### config.mk
export PLATFORM = sky130hd
export DESIGN_NAME = rob_alloc_ctrl
export DESIGN_NICKNAME = d
export VERILOG_FILES = /design/src/rtl/rob_alloc_ctrl_pkg.sv /design/src/rtl/rob_alloc_ctrl_range_mask.sv /design/src/rtl/rob_alloc_ctrl.sv
export SDC_FILE = /design/constraint.sdc
export NUM_CORES = 1
export LEC_CHECK = 0
export BUFFER_PORTS_ARGS = -buffer_cell sky130_fd_sc_hd__buf_2
export CORE_AREA = 2 2 89 91
export CTS_BUF_LIST = sky130_fd_sc_hd__clkbuf_8
export DETAILED_ROUTE_END_ITERATION = 6
export DIE_AREA = 0 0 91 93
export PLACE_DENSITY = 0.8
export SLEW_MARGIN = 20
export SYNTH_ARGS = -nofsm -noshare
export SYNTH_HDL_FRONTEND = slang
export SYNTH_SLANG_ARGS = --single-unit
### constraint.sdc
create_clock -name clk -period 11.3 [get_ports clk]
set_clock_uncertainty 0.05 [all_clocks]
set_input_delay 3.39 -clock clk [delete_from_list [all_inputs] [get_ports clk]]
set_output_delay 3.39 -clock clk [all_outputs]
set_load 0.01 [all_outputs]
### src/rtl/rob_alloc_ctrl_pkg.sv
// Shared ROB types: default geometry and the Rid (index plus wrap bit) pointer type.
// Consumers: rob_alloc_ctrl, rob_range_mask and the bench.
package rob_alloc_ctrl_pkg;

   localparam int RENTRIES_DEF = 16;
   localparam int RSLOTS_DEF   = 2;
   localparam int CSLOTS_DEF   = 2;
   localparam int RID_W        = $clog2(RENTRIES_DEF) + 1;

   typedef logic [RID_W-1:0] rid_t;

endpackage

### src/rtl/rob_alloc_ctrl_range_mask.sv
// Wrap-around range mask: bit i is set when index i lies in [start_ptr, end_ptr)
// taken modulo 2*RENTRIES, so an empty range gives zero and a full range gives all ones.
module rob_range_mask
   import rob_alloc_ctrl_pkg::*;
#(
   parameter  int RENTRIES = RENTRIES_DEF,
   localparam int IW       = $clog2(RENTRIES),
   localparam int RW       = IW + 1
) (
   input  logic [RW-1:0]       start_ptr,
   input  logic [RW-1:0]       end_ptr,
   output logic [RENTRIES-1:0] mask
);

   logic [RW-1:0] span;

   assign span = end_ptr - start_ptr;

   genvar gi;
   generate
      for (gi = 0; gi < RENTRIES; gi++) begin : g_bit
         logic [IW-1:0] offset;
         // distance of this index from the start, measured forward around the ring
         assign offset   = IW'(gi) - start_ptr[IW-1:0];
         assign mask[gi] = RW'(offset) < span;
      end
   endgenerate

endmodule

### src/rtl/rob_alloc_ctrl.sv
// ROB allocation / retirement controller: head/tail pointers, entry-valid vector,
// per-cycle grants, head commits and branch-miss tail rollback. Optional ROB_STATS_EN.
module rob_alloc_ctrl
   import rob_alloc_ctrl_pkg::*;
#(
   parameter  int RENTRIES = RENTRIES_DEF,
   parameter  int RSLOTS   = RSLOTS_DEF,
   parameter  int CSLOTS   = CSLOTS_DEF,
   localparam int RW       = $clog2(RENTRIES) + 1,
   localparam int GW       = $clog2(RSLOTS + 1),
   localparam int CW       = $clog2(CSLOTS + 1)
) (
   input  logic                clk,
   input  logic                rst_n,
   input  logic [GW-1:0]       req_cnt,
   output logic [GW-1:0]       grant_cnt,
   output logic [RW-1:0]       grant_base,
   input  logic [CW-1:0]       commit_cnt,
   input  logic                flush,
   input  logic [RW-1:0]       flush_rid,
   output logic [RENTRIES-1:0] rob_v,
   output logic [RW-1:0]       rob_head,
   output logic [RW-1:0]       occ,
`ifdef ROB_STATS_EN
   output logic [31:0]         stall_cycles,
   output logic [31:0]         flush_count,
`endif
   output logic                full,
   output logic                empty
);

   typedef enum logic {RUN, RECOVER} state_t;

   state_t              state_reg, state_next;
   logic [RW-1:0]       head_reg, head_next;
   logic [RW-1:0]       tail_reg, tail_next;
   logic [RW-1:0]       occ_reg;
   logic [RENTRIES-1:0] rob_v_reg, rob_v_next;
   logic [RENTRIES-1:0] alloc_mask, commit_mask, flush_mask;
   logic [GW-1:0]       req_clamped;
   logic [RW-1:0]       free_slots;
   logic [RW-1:0]       flush_start;

   always_ff @(posedge clk or negedge rst_n) begin
      if (!rst_n) state_reg <= RUN;
      else        state_reg <= state_next;
   end

   always_comb begin
      state_next = RUN;
      if (flush) state_next = RECOVER;
   end

   // Free space comes from registered occupancy, so commit_cnt never reaches the grant.
   always_comb begin
      req_clamped = (req_cnt > GW'(RSLOTS)) ? GW'(RSLOTS) : req_cnt;
      free_slots  = RW'(RENTRIES) - occ_reg;
      grant_cnt   = '0;
      if (rst_n && state_reg == RUN && !flush)
         grant_cnt = (RW'(req_clamped) > free_slots) ? GW'(free_slots) : req_clamped;
   end

   assign flush_start = flush_rid + RW'(1);
   assign head_next   = head_reg + RW'(commit_cnt);
   assign tail_next   = flush ? flush_start : tail_reg + RW'(grant_cnt);

   rob_range_mask #(.RENTRIES(RENTRIES)) u_alloc_mask (
      .start_ptr (tail_reg),
      .end_ptr   (tail_reg + RW'(grant_cnt)),
      .mask      (alloc_mask)
   );

   rob_range_mask #(.RENTRIES(RENTRIES)) u_commit_mask (
      .start_ptr (head_reg),
      .end_ptr   (head_next),
      .mask      (commit_mask)
   );

   // A zero-length range when no flush keeps the flush mask empty.
   rob_range_mask #(.RENTRIES(RENTRIES)) u_flush_mask (
      .start_ptr (flush_start),
      .end_ptr   (flush ? tail_reg : flush_start),
      .mask      (flush_mask)
   );

   assign rob_v_next = (rob_v_reg | alloc_mask) & ~(commit_mask | flush_mask);

   always_ff @(posedge clk or negedge rst_n) begin
      if (!rst_n) begin
         head_reg  <= '0;
         tail_reg  <= '0;
         occ_reg   <= '0;
         rob_v_reg <= '0;
      end else begin
         head_reg  <= head_next;
         tail_reg  <= tail_next;
         occ_reg   <= tail_next - head_next;
         rob_v_reg <= rob_v_next;
      end
   end

`ifdef ROB_STATS_EN
   logic [31:0] stall_cycles_reg, flush_count_reg;

   always_ff @(posedge clk or negedge rst_n) begin
      if (!rst_n) begin
         stall_cycles_reg <= '0;
         flush_count_reg  <= '0;
      end else begin
         if (req_cnt != '0 && grant_cnt < req_clamped) stall_cycles_reg <= stall_cycles_reg + 32'd1;
         if (flush) flush_count_reg <= flush_count_reg + 32'd1;
      end
   end

   assign stall_cycles = stall_cycles_reg;
   assign flush_count  = flush_count_reg;
`endif

   assign grant_base = tail_reg;
   assign rob_v      = rob_v_reg;
   assign rob_head   = head_reg;
   assign occ        = occ_reg;
   assign full       = (occ_reg == RW'(RENTRIES));
   assign empty      = (occ_reg == '0);

endmodule
After elaboration in Yosys (flattened, before gate mapping)

Cells that the tools add are included.

Flip-flop bits (word level): 32
Output and inout port bits: 35
Word-level logic and storage cells: 127

$add $sub $neg: 56
Order comparisons: 50
Equal/unequal tests: 1
Muxes and demuxes: 6
Bitwise logic cells: 5
Reductions and logical operators: 4

Operator list:

| operator                                                           | number |
|---|---|
| 4-bit by 5-bit less-than comparator with 1-bit output              | 48 |
| 4-bit subtractor (first input constant)                            | 24 |
| 3-bit by 4-bit subtractor with 4-bit output (first input constant) | 12 |
| 16-bit bitwise OR                                                  | 2 |
| 1-bit by 4-bit subtractor with 4-bit output (first input constant) | 6 |
| 2-bit by 4-bit subtractor with 4-bit output (first input constant) | 6 |
| 5-bit subtractor                                                   | 4 |
| 16-bit AND                                                         | 1 |
| 16-bit NOT                                                         | 1 |
| 5-bit by 2-bit adder with 5-bit output                             | 2 |
| 5-bit two-way mux                                                  | 2 |
| 2-bit two-way mux                                                  | 3 |
| 5-bit by 1-bit adder with 5-bit output (second input constant)     | 1 |
| 5-bit == test (second input constant)                              | 1 |
| 2-bit by 5-bit > comparator with 1-bit output                      | 1 |
| 5-bit logical NOT                                                  | 1 |
| 5-bit subtractor (first input constant)                            | 1 |
| 2-bit > comparator (second input constant)                         | 1 |
| 1-bit logical AND                                                  | 2 |
| 1-bit logical NOT                                                  | 1 |
| 1-bit two-way mux                                                  | 1 |
| 1-bit NOT                                                          | 1 |

Longest topological paths before layout

Depth after elaboration: 10
Depth in mapped cells: 21
Depth with buffers taken out: 21

Cells and area by module

From an unflattened synthesis, not the netlist that was laid out.

Cells, all modules: 505
Area, all modules: 4352.9 um^2

Modules (own cells, without submodules):

| module         | instances | cells an instance | area each (um^2) | sequential area each (um^2) |
|---|---|---|---|---|
| rob_range_mask | 3         | 117               | 897.1            | 0.0 |
| rob_alloc_ctrl | 1         | 154               | 1661.6           | 800.8 |

Worst setup path after synthesis

OpenSTA, ideal clock, no wires.

Path type: input to output
Start point: input port req_cnt[1]
End point: output port grant_cnt[0]
Arrival: 4.808 ns
Slack: 3.052 ns
Cell stages on the path: 8
Path buffers: 0
Cell sequence: nand2b_1 > ha_1 > nand2_1 > nand2_1 > nor4_1 > nand2_1 > o21ai_0 > nor2b_1

Cells in the longest elaborated chain, start to end: 5

RTL lines:

| element                                       | line                 | source |
|---|---|---|
| start: declaration                            | rob_alloc_ctrl.sv:15 | `input logic [GW-1:0] req_cnt,` |
| 2-bit > comparator                            | rob_alloc_ctrl.sv:56 | `req_clamped = (req_cnt > GW'(RSLOTS)) ? GW'(RSLOTS) : req_cnt;` |
| 2-bit two-way mux (*)                         | rob_alloc_ctrl.sv:56 |  |
| 2-bit by 5-bit > comparator with 1-bit output | rob_alloc_ctrl.sv:60 | `grant_cnt = (RW'(req_clamped) > free_slots) ? GW'(free_slots) : req_clamped;` |
| 2-bit two-way mux (*)                         | rob_alloc_ctrl.sv:60 |  |
| 2-bit two-way mux (*)                         | rob_alloc_ctrl.sv:59 | `if (rst_n && state_reg == RUN && !flush)` |
| end: declaration                              | rob_alloc_ctrl.sv:16 | `output logic [GW-1:0] grant_cnt,` |

Every way passes the cells marked *; elsewhere a longest branch is shown, timed or not.

Final worst setup path

Ends and elaborated chain as after synthesis.

==> results_dict.tcl <==
set metrics [dict create \
    status "completed" \
    drc 0 \
    synth_nets 618 \
    hold_start "rob_head[4]$_DFF_PN0_" \
    cts-resized-gates 0 \
    hold_path.class "reg -> reg" \
    synthArstFlopShare_pct 100 \
    end_kind "output port" \
    place_congestion 0.840 \
    r2r-end "rob_v[7]$_DFF_PN0_" \
    synth_warnings 0 \
    ant_nets 0 \
    insertion_delay_ns 0.29 \
    use_met3_pct 3.22 \
    worst_pin_slew_ns 0.991 \
    hold_depth 1 \
    detail_route.vias_per_cell 5.79 \
    timing.slew.headroom_pct 33.7 \
    crit_top_cell "nand2_1" \
    die_area_um2 8460 \
    grt.overflow.total 0 \
    ys_seq_elements 32 \
    report.final.setup_viol 0 \
    grt_pass1_wl_um 18100 \
    required_ns 7.86 \
    cp_num_buf_inv 2 \
    netlist.area_leader.share_pct 31.5 \
    synth_cell_types 51 \
    drive_gt1_share_pct 13.3 \
    synth_common_cells "111 x ha_1, 65 x inv_1, 58 x a21oi_1" \
    seq_area_frac_synth_pct 18.1 \
    critPathTopFamily "simple AND/OR/NAND/NOR gates" \
    clk_pin_slew_ns 0.07 \
    crit_fanout 4 \
    syn_to_final_growth_pct 9.61 \
    period_share_pct 77.3 \
    row_count 32 \
    cts_tree "done" \
    crit_slowest_cell "nor4_1" \
    fp.coreArea_um2 7530 \
    avgSynthCellArea_um2 9.02 \
    drt-wirelength-per-cell_um 16.8 \
    cp-start-kind "input port" \
    finalCriticalPeriod_ns 8.73 \
    holdPathEnd "rob_head[4]$_DFF_PN0_" \
    cap_viol_max_count 0 \
    worstPathCellList "buf_2, nand2b_1, ha_1, nand2_1, nand2_1, nor4_1, nand2_1, o21ai_0, nor2b_1, buf_2" \
    clock-sinks 32 \
    finalWirelength_um 10700 \
    grt_setup_unrepaired "no" \
    grt_max_degree 34 \
    drtIter0Drc 220 \
    layout.nets 662 \
    dp.cells 628 \
    arrival_ns 5.29 \
    r2r_start "occ[0]$_DFF_PN0_" \
    grt_util_met1_pct 32.7 \
    synth_enable_flop_cells 0 \
    ctsLongestPathBuffers 2 \
    die_w_um 91 \
    num_vias 3681 \
    synth.area.top_cells "ha_1 31%, dfrtp_1 18%, xnor2_1 7.7%" \
    critPathKind "in -> out" \
    r2r_cells 20 \
    hold_violations 0 \
    num_antenna_cells 0 \
    die_y_um 93 \
    cp-startpoint "req_cnt[1]" \
    numCtsBuffers 5 \
    use_met2_pct 48.1 \
    synth_top_flop_cell "dfrtp_1" \
    stdcell_count 636 \
    first_global_vias 3833 \
    syn_area_um2 4410 \
    cts.hold.buffers_added 0 \
    start_util_pct 58.6 \
    io_pins 47 \
    busiest_layer "met2" \
    synth.most_common_cell "ha_1" \
    post-cts-setup-buffer-count 0 \
    largest_reg_flops 16 \
    cts_max_level 2 \
    io_buffers 46 \
    yosysTopAreaCell "ha_1" \
    crit_path_max_incr_delay_ns 0.56 \
    report.final.slew_viol_count 0 \
    fin_tns_setup_ns 0 \
    fmax_ghz 0.115 \
    dpl.hpwl_um 8530 \
    syn_inst 489 \
    root_buffer "clkbuf_8" \
    reg2reg_slack_ns 5.81 \
    grt_use_total_pct 26.3 \
    antenna_found_initial 0 \
    drtPass1Iterations 5 \
]
[per-layer routing]
metal  share of wire [%]  vias up
li1                    -     1788
met1                  43     1750
met2                  50      124
met3                 4.8       19
met4                 1.9        0
met5                   0        -
[cells in the final DEF (no fill, tap or decap), drive strengths merged, types with 2 or more instances in the layout]
master	count
a2111oi	9
a21o	25
a21oi	58
a31oi	2
and2	2
and3	2
buf	48
clkbuf	5
dfrtp	32
fa	6
ha	111
inv	67
maj3	7
mux2i	4
nand2	18
nand2b	4
nand3	4
nor2	16
nor2b	7
nor3	13
nor3b	2
nor4	10
o21ai	9
o21bai	2
o22ai	2
xnor2	41
xor2	11
[worst register-to-register path, stage by stage (launching register included)]
cell	delay, ns
dfrtp_1	0.43
inv_1	0.07
ha_1	0.31
inv_1	0.05
ha_1	0.28
nand2_1	0.07
nand2_1	0.05
nor4_1	0.56
o21ai_0	0.17
nor2b_1	0.20
ha_1	0.28
fa_1	0.51
ha_1	0.37
xnor2_2	0.19
xnor2_1	0.59
ha_1	0.23
inv_1	0.04
o21bai_1	0.21
nand2_1	0.11
a2111oi_0	0.48
nor4_1	0.08
[worst max path at each step]
stage	endpoint	cells past startpoint
after floorplan	grant_cnt[0]	8
after global placement	grant_cnt[0]	10
after detailed placement	grant_cnt[0]	10
after CTS	grant_cnt[0]	10
after global routing	grant_cnt[0]	10
final	grant_cnt[0]	10
[kinds of logic (layout without fill, tap and decap cells)]
| group | count (synthesis) | in the layout | synth area share, % |
|---|---|---|---|
| mux | 5 | 5 | 1.16 |
| xor+xnor | 53 | 53 | 11.8 |
| simple gates | 81 | 81 | 9.50 |
| flops | 32 | 32 | 18.1 |
| fa+ha+maj | 124 | 124 | 35.8 |
| buf+inv | 77 | 122 | 6.89 |
| compound gates | 117 | 117 | 16.7 |
[stage by stage]
step / utilization (%) / instance area (um^2) / hold WS [ns] / setup slack (ns)
2_1_floorplan: - / 4410 / 0.498 / 3.05
3_3_place_gp: 62.8 / 4730 / 0.464 / 2.72
5_1_grt: 64.3 / 4840 / 0.502 / 2.37
3_5_place_dp: 62.8 / 4730 / 0.464 / 2.58
6_report: 64.3 / 4840 / 0.476 / 2.57
4_1_cts: 64.3 / 4840 / 0.476 / 2.58
[final cells by class]
class | instances | area, um^2
multi-input combinational | 380 | 3310
fill | 654 | 2690
inverter | 66 | 248
timing repair buffer | 48 | 245
clock buffer | 5 | 68.8
sequential | 32 | 801
clock inverter | 3 | 38.8
tap | 102 | 128
Power is left out: the tool's default activity adds up to more than one toggle a clock period on the data nets, which glitch-free logic cannot reach.
